[config.mk]
export PLATFORM = sky130hd
export DESIGN_NAME = data_timer
export DESIGN_NICKNAME = d
export VERILOG_FILES = /design/src/rtl/data_timer.sv
export SDC_FILE = /design/constraint.sdc
export NUM_CORES = 1
export LEC_CHECK = 0
export ABC_AREA = 1
export BUFFER_PORTS_ARGS = -buffer_cell sky130_fd_sc_hd__clkbuf_2
export CORE_ASPECT_RATIO = 0.7
export CORE_MARGIN = 4
export CORE_UTILIZATION = 45
export CTS_CLUSTER_DIAMETER = 200
export DETAILED_ROUTE_END_ITERATION = 10
export PLACE_DENSITY = 0.67
export SLEW_MARGIN = 20
export SYNTH_ARGS = -nofsm -noshare
export SYNTH_HDL_FRONTEND = slang
export SYNTH_SLANG_ARGS = --single-unit
[constraint.sdc]
create_clock -name clk -period 1.69 [get_ports clk]
set_input_delay 0.0845 -clock clk [delete_from_list [all_inputs] [get_ports clk]]
set_output_delay 0.0845 -clock clk [all_outputs]
set_load 0.02 [all_outputs]
[src/rtl/data_timer.sv]
// Memory-mapped 64-bit machine timer (MTIME/MTIMECMP) with a sticky pending flag and an interrupt output.
// Optional macro TIMER_PRESCALER_EN adds a 16-bit tick prescaler at index 6. Response latency is 1 cycle and there is no stall.
module data_timer #(
  parameter logic [63:0] CMP_RST = 64'hFFFF_FFFF_FFFF_FFFF
) (
  input  logic        clk,
  input  logic        reset_n,
  input  logic        data_req,
  input  logic        data_wr,
  input  logic [31:0] data_addr,
  input  logic [31:0] data_wdata,
  input  logic [3:0]  data_byteen,
  output logic        data_gnt,
  output logic [31:0] data_rdata,
  output logic        data_valid,
  output logic        intr
);

  localparam logic [2:0] IDX_CTRL  = 3'd0;
  localparam logic [2:0] IDX_MLO   = 3'd1;
  localparam logic [2:0] IDX_MHI   = 3'd2;
  localparam logic [2:0] IDX_CLO   = 3'd3;
  localparam logic [2:0] IDX_CHI   = 3'd4;
  localparam logic [2:0] IDX_STAT  = 3'd5;
  localparam logic [2:0] IDX_PRESC = 3'd6;

  function automatic logic [31:0] f_merge(input logic [31:0] old_v,
                                          input logic [31:0] new_v,
                                          input logic [3:0]  be);
    logic [31:0] res;
    res = old_v;
    for (int b = 0; b < 4; b++) begin
      if (be[b]) res[8*b +: 8] = new_v[8*b +: 8];
    end
    return res;
  endfunction

  logic        r_en;
  logic        r_ie;
  logic        r_pend;
  logic [63:0] r_mtime;
  logic [63:0] r_cmp;
  logic        r_valid;
  logic [31:0] r_rdata;

  logic [2:0]  w_idx;
  logic        w_wr;
  logic        w_rd;
  logic        w_tick;
  logic        w_cmp;
  logic        w_clr;
  logic [31:0] w_ps_rd;
  logic [31:0] w_rd_mux;
  logic [63:0] w_mtime_nxt;
  logic [63:0] w_cmp_nxt;
  logic        w_unused;

  assign w_idx    = data_addr[4:2];
  assign w_wr     = data_req & data_wr;
  assign w_rd     = data_req & ~data_wr;
  assign w_unused = ^{data_addr[31:5], data_addr[1:0]};
  assign data_gnt = data_req;

`ifdef TIMER_PRESCALER_EN
  logic [15:0] r_prescale;
  logic [15:0] r_ps_cnt;
  logic        w_we_ps;

  assign w_we_ps = w_wr && (w_idx == IDX_PRESC);
  assign w_tick  = r_en && (r_ps_cnt == r_prescale);
  assign w_ps_rd = {16'h0000, r_prescale};

  always_ff @(posedge clk or negedge reset_n) begin
    if (!reset_n) begin
      r_prescale <= 16'h0000;
      r_ps_cnt   <= 16'h0000;
    end else if (w_we_ps) begin
      if (data_byteen[0]) r_prescale[7:0]  <= data_wdata[7:0];
      if (data_byteen[1]) r_prescale[15:8] <= data_wdata[15:8];
      r_ps_cnt <= 16'h0000;
    end else if (r_en) begin
      r_ps_cnt <= (r_ps_cnt == r_prescale) ? 16'h0000 : r_ps_cnt + 16'd1;
    end
  end
`else
  assign w_tick  = r_en;
  assign w_ps_rd = 32'h0000_0000;
`endif

  // A software write to either MTIME half replaces the increment for that cycle.
  always_comb begin
    w_mtime_nxt = r_mtime;
    if (w_wr && w_idx == IDX_MLO)
      w_mtime_nxt[31:0] = f_merge(r_mtime[31:0], data_wdata, data_byteen);
    else if (w_wr && w_idx == IDX_MHI)
      w_mtime_nxt[63:32] = f_merge(r_mtime[63:32], data_wdata, data_byteen);
    else if (w_tick)
      w_mtime_nxt = r_mtime + 64'd1;
  end

  always_comb begin
    w_cmp_nxt = r_cmp;
    if (w_wr && w_idx == IDX_CLO)
      w_cmp_nxt[31:0] = f_merge(r_cmp[31:0], data_wdata, data_byteen);
    else if (w_wr && w_idx == IDX_CHI)
      w_cmp_nxt[63:32] = f_merge(r_cmp[63:32], data_wdata, data_byteen);
  end

  always_comb begin
    w_rd_mux = 32'h0000_0000;
    case (w_idx)
      IDX_CTRL:  w_rd_mux = {30'd0, r_ie, r_en};
      IDX_MLO:   w_rd_mux = r_mtime[31:0];
      IDX_MHI:   w_rd_mux = r_mtime[63:32];
      IDX_CLO:   w_rd_mux = r_cmp[31:0];
      IDX_CHI:   w_rd_mux = r_cmp[63:32];
      IDX_STAT:  w_rd_mux = {31'd0, r_pend};
      IDX_PRESC: w_rd_mux = w_ps_rd;
      default:   w_rd_mux = 32'h0000_0000;
    endcase
  end

  assign w_cmp = (r_mtime >= r_cmp);
  assign w_clr = w_wr && (w_idx == IDX_STAT) && data_byteen[0] && data_wdata[0];

  always_ff @(posedge clk or negedge reset_n) begin
    if (!reset_n) begin
      r_en    <= 1'b0;
      r_ie    <= 1'b0;
      r_pend  <= 1'b0;
      r_mtime <= 64'd0;
      r_cmp   <= CMP_RST;
    end else begin
      r_mtime <= w_mtime_nxt;
      r_cmp   <= w_cmp_nxt;
      if (w_wr && w_idx == IDX_CTRL && data_byteen[0]) begin
        r_en <= data_wdata[0];
        r_ie <= data_wdata[1];
      end
      // Set beats a coincident write-1-clear.
      if (w_cmp && r_en)
        r_pend <= 1'b1;
      else if (w_clr)
        r_pend <= 1'b0;
    end
  end

  always_ff @(posedge clk or negedge reset_n) begin
    if (!reset_n) begin
      r_valid <= 1'b0;
      r_rdata <= 32'h0000_0000;
    end else begin
      r_valid <= data_req;
      r_rdata <= w_rd ? w_rd_mux : 32'h0000_0000;
    end
  end

  assign data_valid = r_valid;
  assign data_rdata = r_rdata;
  assign intr       = r_pend & r_ie;

endmodule

Word level (Yosys, flattened, before mapping)
Index checks and enable logic that the tools add are counted.
{"block": "word_totals", "reg_bits": 164, "in_bits": 72, "out_inout_bits": 35, "wordCells": 85}
{"block": "op_classes", "addsub": 1, "n_lt_le_gt_ge": 1, "eq_ne": 14, "n_mux": 12, "bitwise_logic": 6, "n_reduce_logical": 30}
{"operator": "$pmux W32 S6", "n": 1}
{"operator": "$mux W32", "n": 4}
{"operator": "$add A64 B1 Y64 const B", "n": 1}
{"operator": "$ge A64 B64 Y1", "n": 1}
{"operator": "$mux W64", "n": 1}
{"operator": "$reduce_and A3 Y1", "n": 12}
{"operator": "$mux W8", "n": 4}
{"operator": "$ne A2 B2 Y1 const B", "n": 9}
{"operator": "$logic_and A1 B1 Y1", "n": 10}
{"operator": "$reduce_and A2 Y1", "n": 4}
{"operator": "$eq A3 B2 Y1 const B", "n": 2}
{"operator": "$eq A3 B3 Y1 const B", "n": 2}
{"operator": "$reduce_bool A2 Y1", "n": 3}
{"operator": "$and A1 B1 Y1", "n": 3}
{"operator": "$eq A3 B1 Y1 const B", "n": 1}
{"operator": "$logic_not A3 Y1", "n": 1}
{"operator": "$not A1 Y1", "n": 3}
{"operator": "$mux W1", "n": 2}

Depth between registers and ports, before layout
{"block": "logic_depth", "word_depth": 6, "depth_mapped": 17, "ltp_nobuf": 17}

Worst setup path after synthesis
Ideal clock, no wire load.
{"block": "synth_timing", "kind": "reg2reg", "from": "register r_mtime[0]", "to": "register r_mtime[62]", "setup_ns": 0.117, "t_arrival_ns": 1.675, "required_ns": 1.573, "setup_slack_ns": -0.101, "stages_incl_launch_ff": 13, "n_path_buf": 0, "synth_period_minus_slack_ns": 1.791, "path_cell_list": "dfrtp_1 ha_1 nand2_1 nor2_4 nand2_1 inv_1 nand3_1 nor2_1 nand3_1 nand2_1 nand3_1 nand2_1 nand2_1"}
{"block": "synth_via", "elab_chain_len": 3}
{"item": "start: declaration", "line": "41", "source": "logic [63:0] r_mtime;"}
{"item": "start signal: assignment", "line": "134", "source": "r_mtime <= w_mtime_nxt;"}
{"item": "$add A64 B1 Y64", "line": "98", "source": "w_mtime_nxt = r_mtime + 64'd1;"}
{"item": "$mux W64", "line": "97", "source": "else if (w_tick)"}
{"item": "$mux W32", "line": "95", "source": "else if (w_wr && w_idx == IDX_MHI)"}
Every way passes these cells. The select of a mux whose other input is x is not followed.
A chain may end at the register's enable or synchronous reset.

Worst setup path in the final report
{"block": "layout_timing", "from": "register r_cmp[61]", "to": "register r_pend"}
{"block": "layout_via", "elab_chain_len": 3, "word_cells_on_any_way": 4, "classes_between": "1 x order compare; 1 x mux; 2 x reduce/logical"}
{"item": "start: declaration", "line": "42", "source": "logic [63:0] r_cmp;"}
{"item": "start signal: assignment", "line": "135", "source": "r_cmp <= w_cmp_nxt;"}
{"item": "$ge A64 B64 Y1 *", "line": "123", "source": "assign w_cmp = (r_mtime >= r_cmp);"}
{"item": "$logic_and A1 B1 Y1 *", "line": "141", "source": "if (w_cmp && r_en)"}
{"item": "$mux W1 / $reduce_bool A2 Y1 (equally long branches)"}
{"item": "end signal: assignment", "line": "130", "source": "r_pend <= 1'b0;"}
{"item": "end signal: assignment", "line": "142", "source": "r_pend <= 1'b1;"}
{"item": "end signal: assignment", "line": "144", "source": "r_pend <= 1'b0;"}
{"item": "end: declaration", "line": "40", "source": "logic r_pend;"}
Mark *: on every way between the ends. The rest lies on a longest branch, timed or not.

==> results.json <==
{
  "net_count_reported_at_finish": 2095,
  "hp-class": "primary input to flop",
  "max_clock_freq_mhz": 518,
  "cts_max_path_buffers": 2,
  "slew-limit-headroom": 0.543,
  "floorplan.initialDensity": 0.459,
  "number_of_max_cap_violations": 0,
  "hold_viol": 0,
  "synth_cells": 1516,
  "ant_nets": 0,
  "layout.cell_area.non_filler_mm2": 0.0166,
  "insertedDiodeCount": 0,
  "syn_area_mm2": 0.0109,
  "timing.critical_path.arrival_ns": 2.31,
  "number_of_cts_inserted_buffers": 17,
  "clock-sinks": 164,
  "dp.cells": 2185,
  "globalRoute.busiestLayer": "met1",
  "postLayoutCoreUtil": 0.701,
  "groute.layer.met3.usage": 0.0795,
  "worst_pin_slew_ns": 0.686,
  "cts-htree-levels": 4,
  "tritoncts": "done",
  "antenna_violations_before_repair": 0,
  "detail_route.vias_per_cell": 5.55,
  "clock_latency_ns": 0.45,
  "floorplan.rows": 47,
  "detail_route.wl_per_cell_um": 19.7,
  "clk_root_buffer_cell": "clkbuf_16",
  "power_per_cell_area_mw_per_mm2": 1360,
  "final.setup_skew_ns": 0.0155,
  "violations": "negative setup slack",
  "leakagePower_nw": 7.92,
  "grt_start_max_net_pins": 56,
  "dieArea_mm2": 0.0268,
  "final.min_clock_period_ns": 1.93,
  "drc": 0,
  "hold-path-cell-count": 4,
  "outcome": "finished, violations left",
  "synth_cell_types": 38,
  "floorplan.io_pins": 107,
  "worstRegToRegCells": 11,
  "place.gp.congestion": 1.02,
  "global_routing_usage_summed_across_all_routing_layers": 0.325,
  "io_buffers": 77,
  "detail_route.wirelength_um": 45100,
  "peakVddDrop_uv": 760,
  "postSynthNetCount": 1653,
  "path_class": "flop to flop",
  "timing.critical_path.fanout_max": 3,
  "grt_overflow_total": 0,
  "grt_util_met2": 0.469,
  "worst_slack_ns": -0.240,
  "synth-warning-count": 0,
  "post_synth_main_area_contributors": "dfrtp_1 (23%), dfstp_2 (15%), nand2_1 (12%), ha_1 (7.5%), inv_1 (7.2%)",
  "routed-via-count": 12712,
  "grt.met1_usage": 0.500,
  "number_of_storage_elements_in_the_synthesis_netlist": 164,
  "synth.top_cell.area_share": 0.230,
  "data_required_time_of_the_critical_path_ns": 2.07,
  "instances_no_fill": 2289,
  "core_mm2": 0.0238,
  "unrepaired_setup_endpoints_after_global_routing": "true",
  "synthDominantAreaCellType": "dfrtp_1",
  "area_growth_syn_to_layout_pct": 52.7,
  "fp.dieH_um": 138,
  "holdWs_ns": 0.0331,
  "dieWidth_um": 194,
  "startpoint_type": "flop",
  "grt_first_pass_wirelength_um": 68400,
  "first_iter_violations": 1639,
  "clkTransAtPathRegs_ns": 0.06,
  "first_global_vias": 11980,
  "dp_hpwl_um": 34200,
  "setup-violations-final": 46,
  "crit_path_end_kind": "flop",
  "drive_above_1_share": 0.413,
  "timing.final.max_slew_violations": 0,
  "synth.yosys.seq_area_share": 0.384,
  "post_dp_cell_area_mm2": 0.0140,
  "drt-pass1-iter-count": 7,
  "finalCritPeriodShare": 1.14,
  "avgSynthCellArea_um2": 7.19
}
[final cells by class]
cell class	instances	area [um^2]
sequential	164	4220
multi-input combinational	1091	6920
clock buffer	23	488
timing repair buffer	467	3670
fill	1902	7110
inverter	217	825
clock inverter	9	126
tap	318	398
[flip-flops by register name (all words and copies together), names as in the netlist]
register / cells
r_cmp: 64
r_mtime: 64
data_rdata: 32
data_valid: 1
r_en: 1
r_ie: 1
r_pend: 1
[kinds of logic after synthesis]
group	synth area share
buf+inv	0.0923
simple gates	0.268
xor+xnor	0.0145
fa+ha+maj	0.0746
flops	0.384
compound gates	0.167
[cells in the final DEF (no fill, tap or decap), drive strengths merged, types with 3 or more instances in the layout]
cell type / netlist / layout
nand3: 96 / 96
buf: 16 / 358
ha: 65 / 65
o21ai: 142 / 142
inv: 217 / 218
clkbuf: 28 / 99
a22oi: 3 / 3
xor2: 17 / 17
o22ai: 40 / 40
clkinv: 0 / 4
bufinv: 0 / 3
nor3: 31 / 31
a21oi: 89 / 89
nand4: 39 / 39
dfrtp: 100 / 100
nand2: 362 / 362
o211ai: 5 / 5
dlygate4sd3: 0 / 33
dfstp: 64 / 64
nor2: 159 / 159
a221oi: 30 / 30
[path summary, 6_finish.rpt]
kind                                  startpoint                 endpoint  slack, ns
setup / recovery           r_cmp[61]$_DFFE_PN1P_       r_pend$_DFFE_PN0P_      -0.24
hold / removal                      data_addr[4]         r_en$_DFFE_PN0P_       0.03
setup reg to reg           r_cmp[61]$_DFFE_PN1P_       r_pend$_DFFE_PN0P_      -0.24
hold reg to reg            r_cmp[54]$_DFFE_PN1P_    r_cmp[54]$_DFFE_PN1P_       0.49
max in group asynchronous                reset_n    r_cmp[54]$_DFFE_PN1P_       0.81
min in group asynchronous                reset_n  data_rdata[1]$_DFF_PN0_       0.20
[cell usage after synthesis, drive strengths merged]
cell type  instances
nand2            362
inv              217
nor3              31
a22oi              3
dfstp             64
o211ai             5
dfrtp            100
or2                2
o21a               1
nand3b             2
nor2             159
ha                65
a31oi              1
a221oi            30
o21ai            142
nor3b              2
o22ai             40
buf               16
xnor2              1
nand4             39
a21oi             89
nand3             96
a211oi             2
a21o               2
clkbuf            28
xor2              17
[through the flow]
| stage | power (mW) | setup TNS, ns | setup slack (ns) |
|---|---|---|---|
| after detailed placement | 15.7 | -9.61 | -0.525 |
| final | 22.7 | -3.34 | -0.240 |
| after floorplan | 10.9 | 0 | 0.00517 |
| after global placement | 15.4 | -8.64 | -0.482 |
| after global routing | 24.2 | -7.78 | -0.356 |
| after CTS | 20.9 | -3.86 | -0.256 |
[power breakdown]
part	internal, mW	switching, mW
combinational	5.47	6.58
sequential	5.25	1.23
clock	2.48	1.70
total	13.2	9.50
[critical path, cell delays in order, from the launching register on]
cell     delay [ns]
dfstp_2        0.54
inv_2          0.05
ha_4           0.26
nand4_1        0.23
nor3_2         0.18
buf_4          0.16
nand2_4        0.06
nor3_1         0.14
nand2_1        0.08
nand2_1        0.07
nand2_1        0.05
nand2_1        0.05
[per-layer routing]
| layer | up-vias | part of all wire |
|---|---|---|
| met5 | - | 0 |
| met4 | 0 | 0.014 |
| li1 | 5943 | - |
| met3 | 45 | 0.11 |
| met2 | 677 | 0.42 |
| met1 | 6047 | 0.45 |
[timing repair]
| action | 4_1_cts | 5_1_grt |
|---|---|---|
| gates cloned | 0 | 0 |
| gates resized for setup | 188 | 217 |
| setup buffers | 16 | 26 |
| pin swaps | 45 | 64 |
| hold buffers | 33 | 0 |
| setup endpoints to repair | 53 | 56 |
| hold endpoints to repair | 117 | 0 |
No activity file was read; power rests on OpenSTA's default activity.
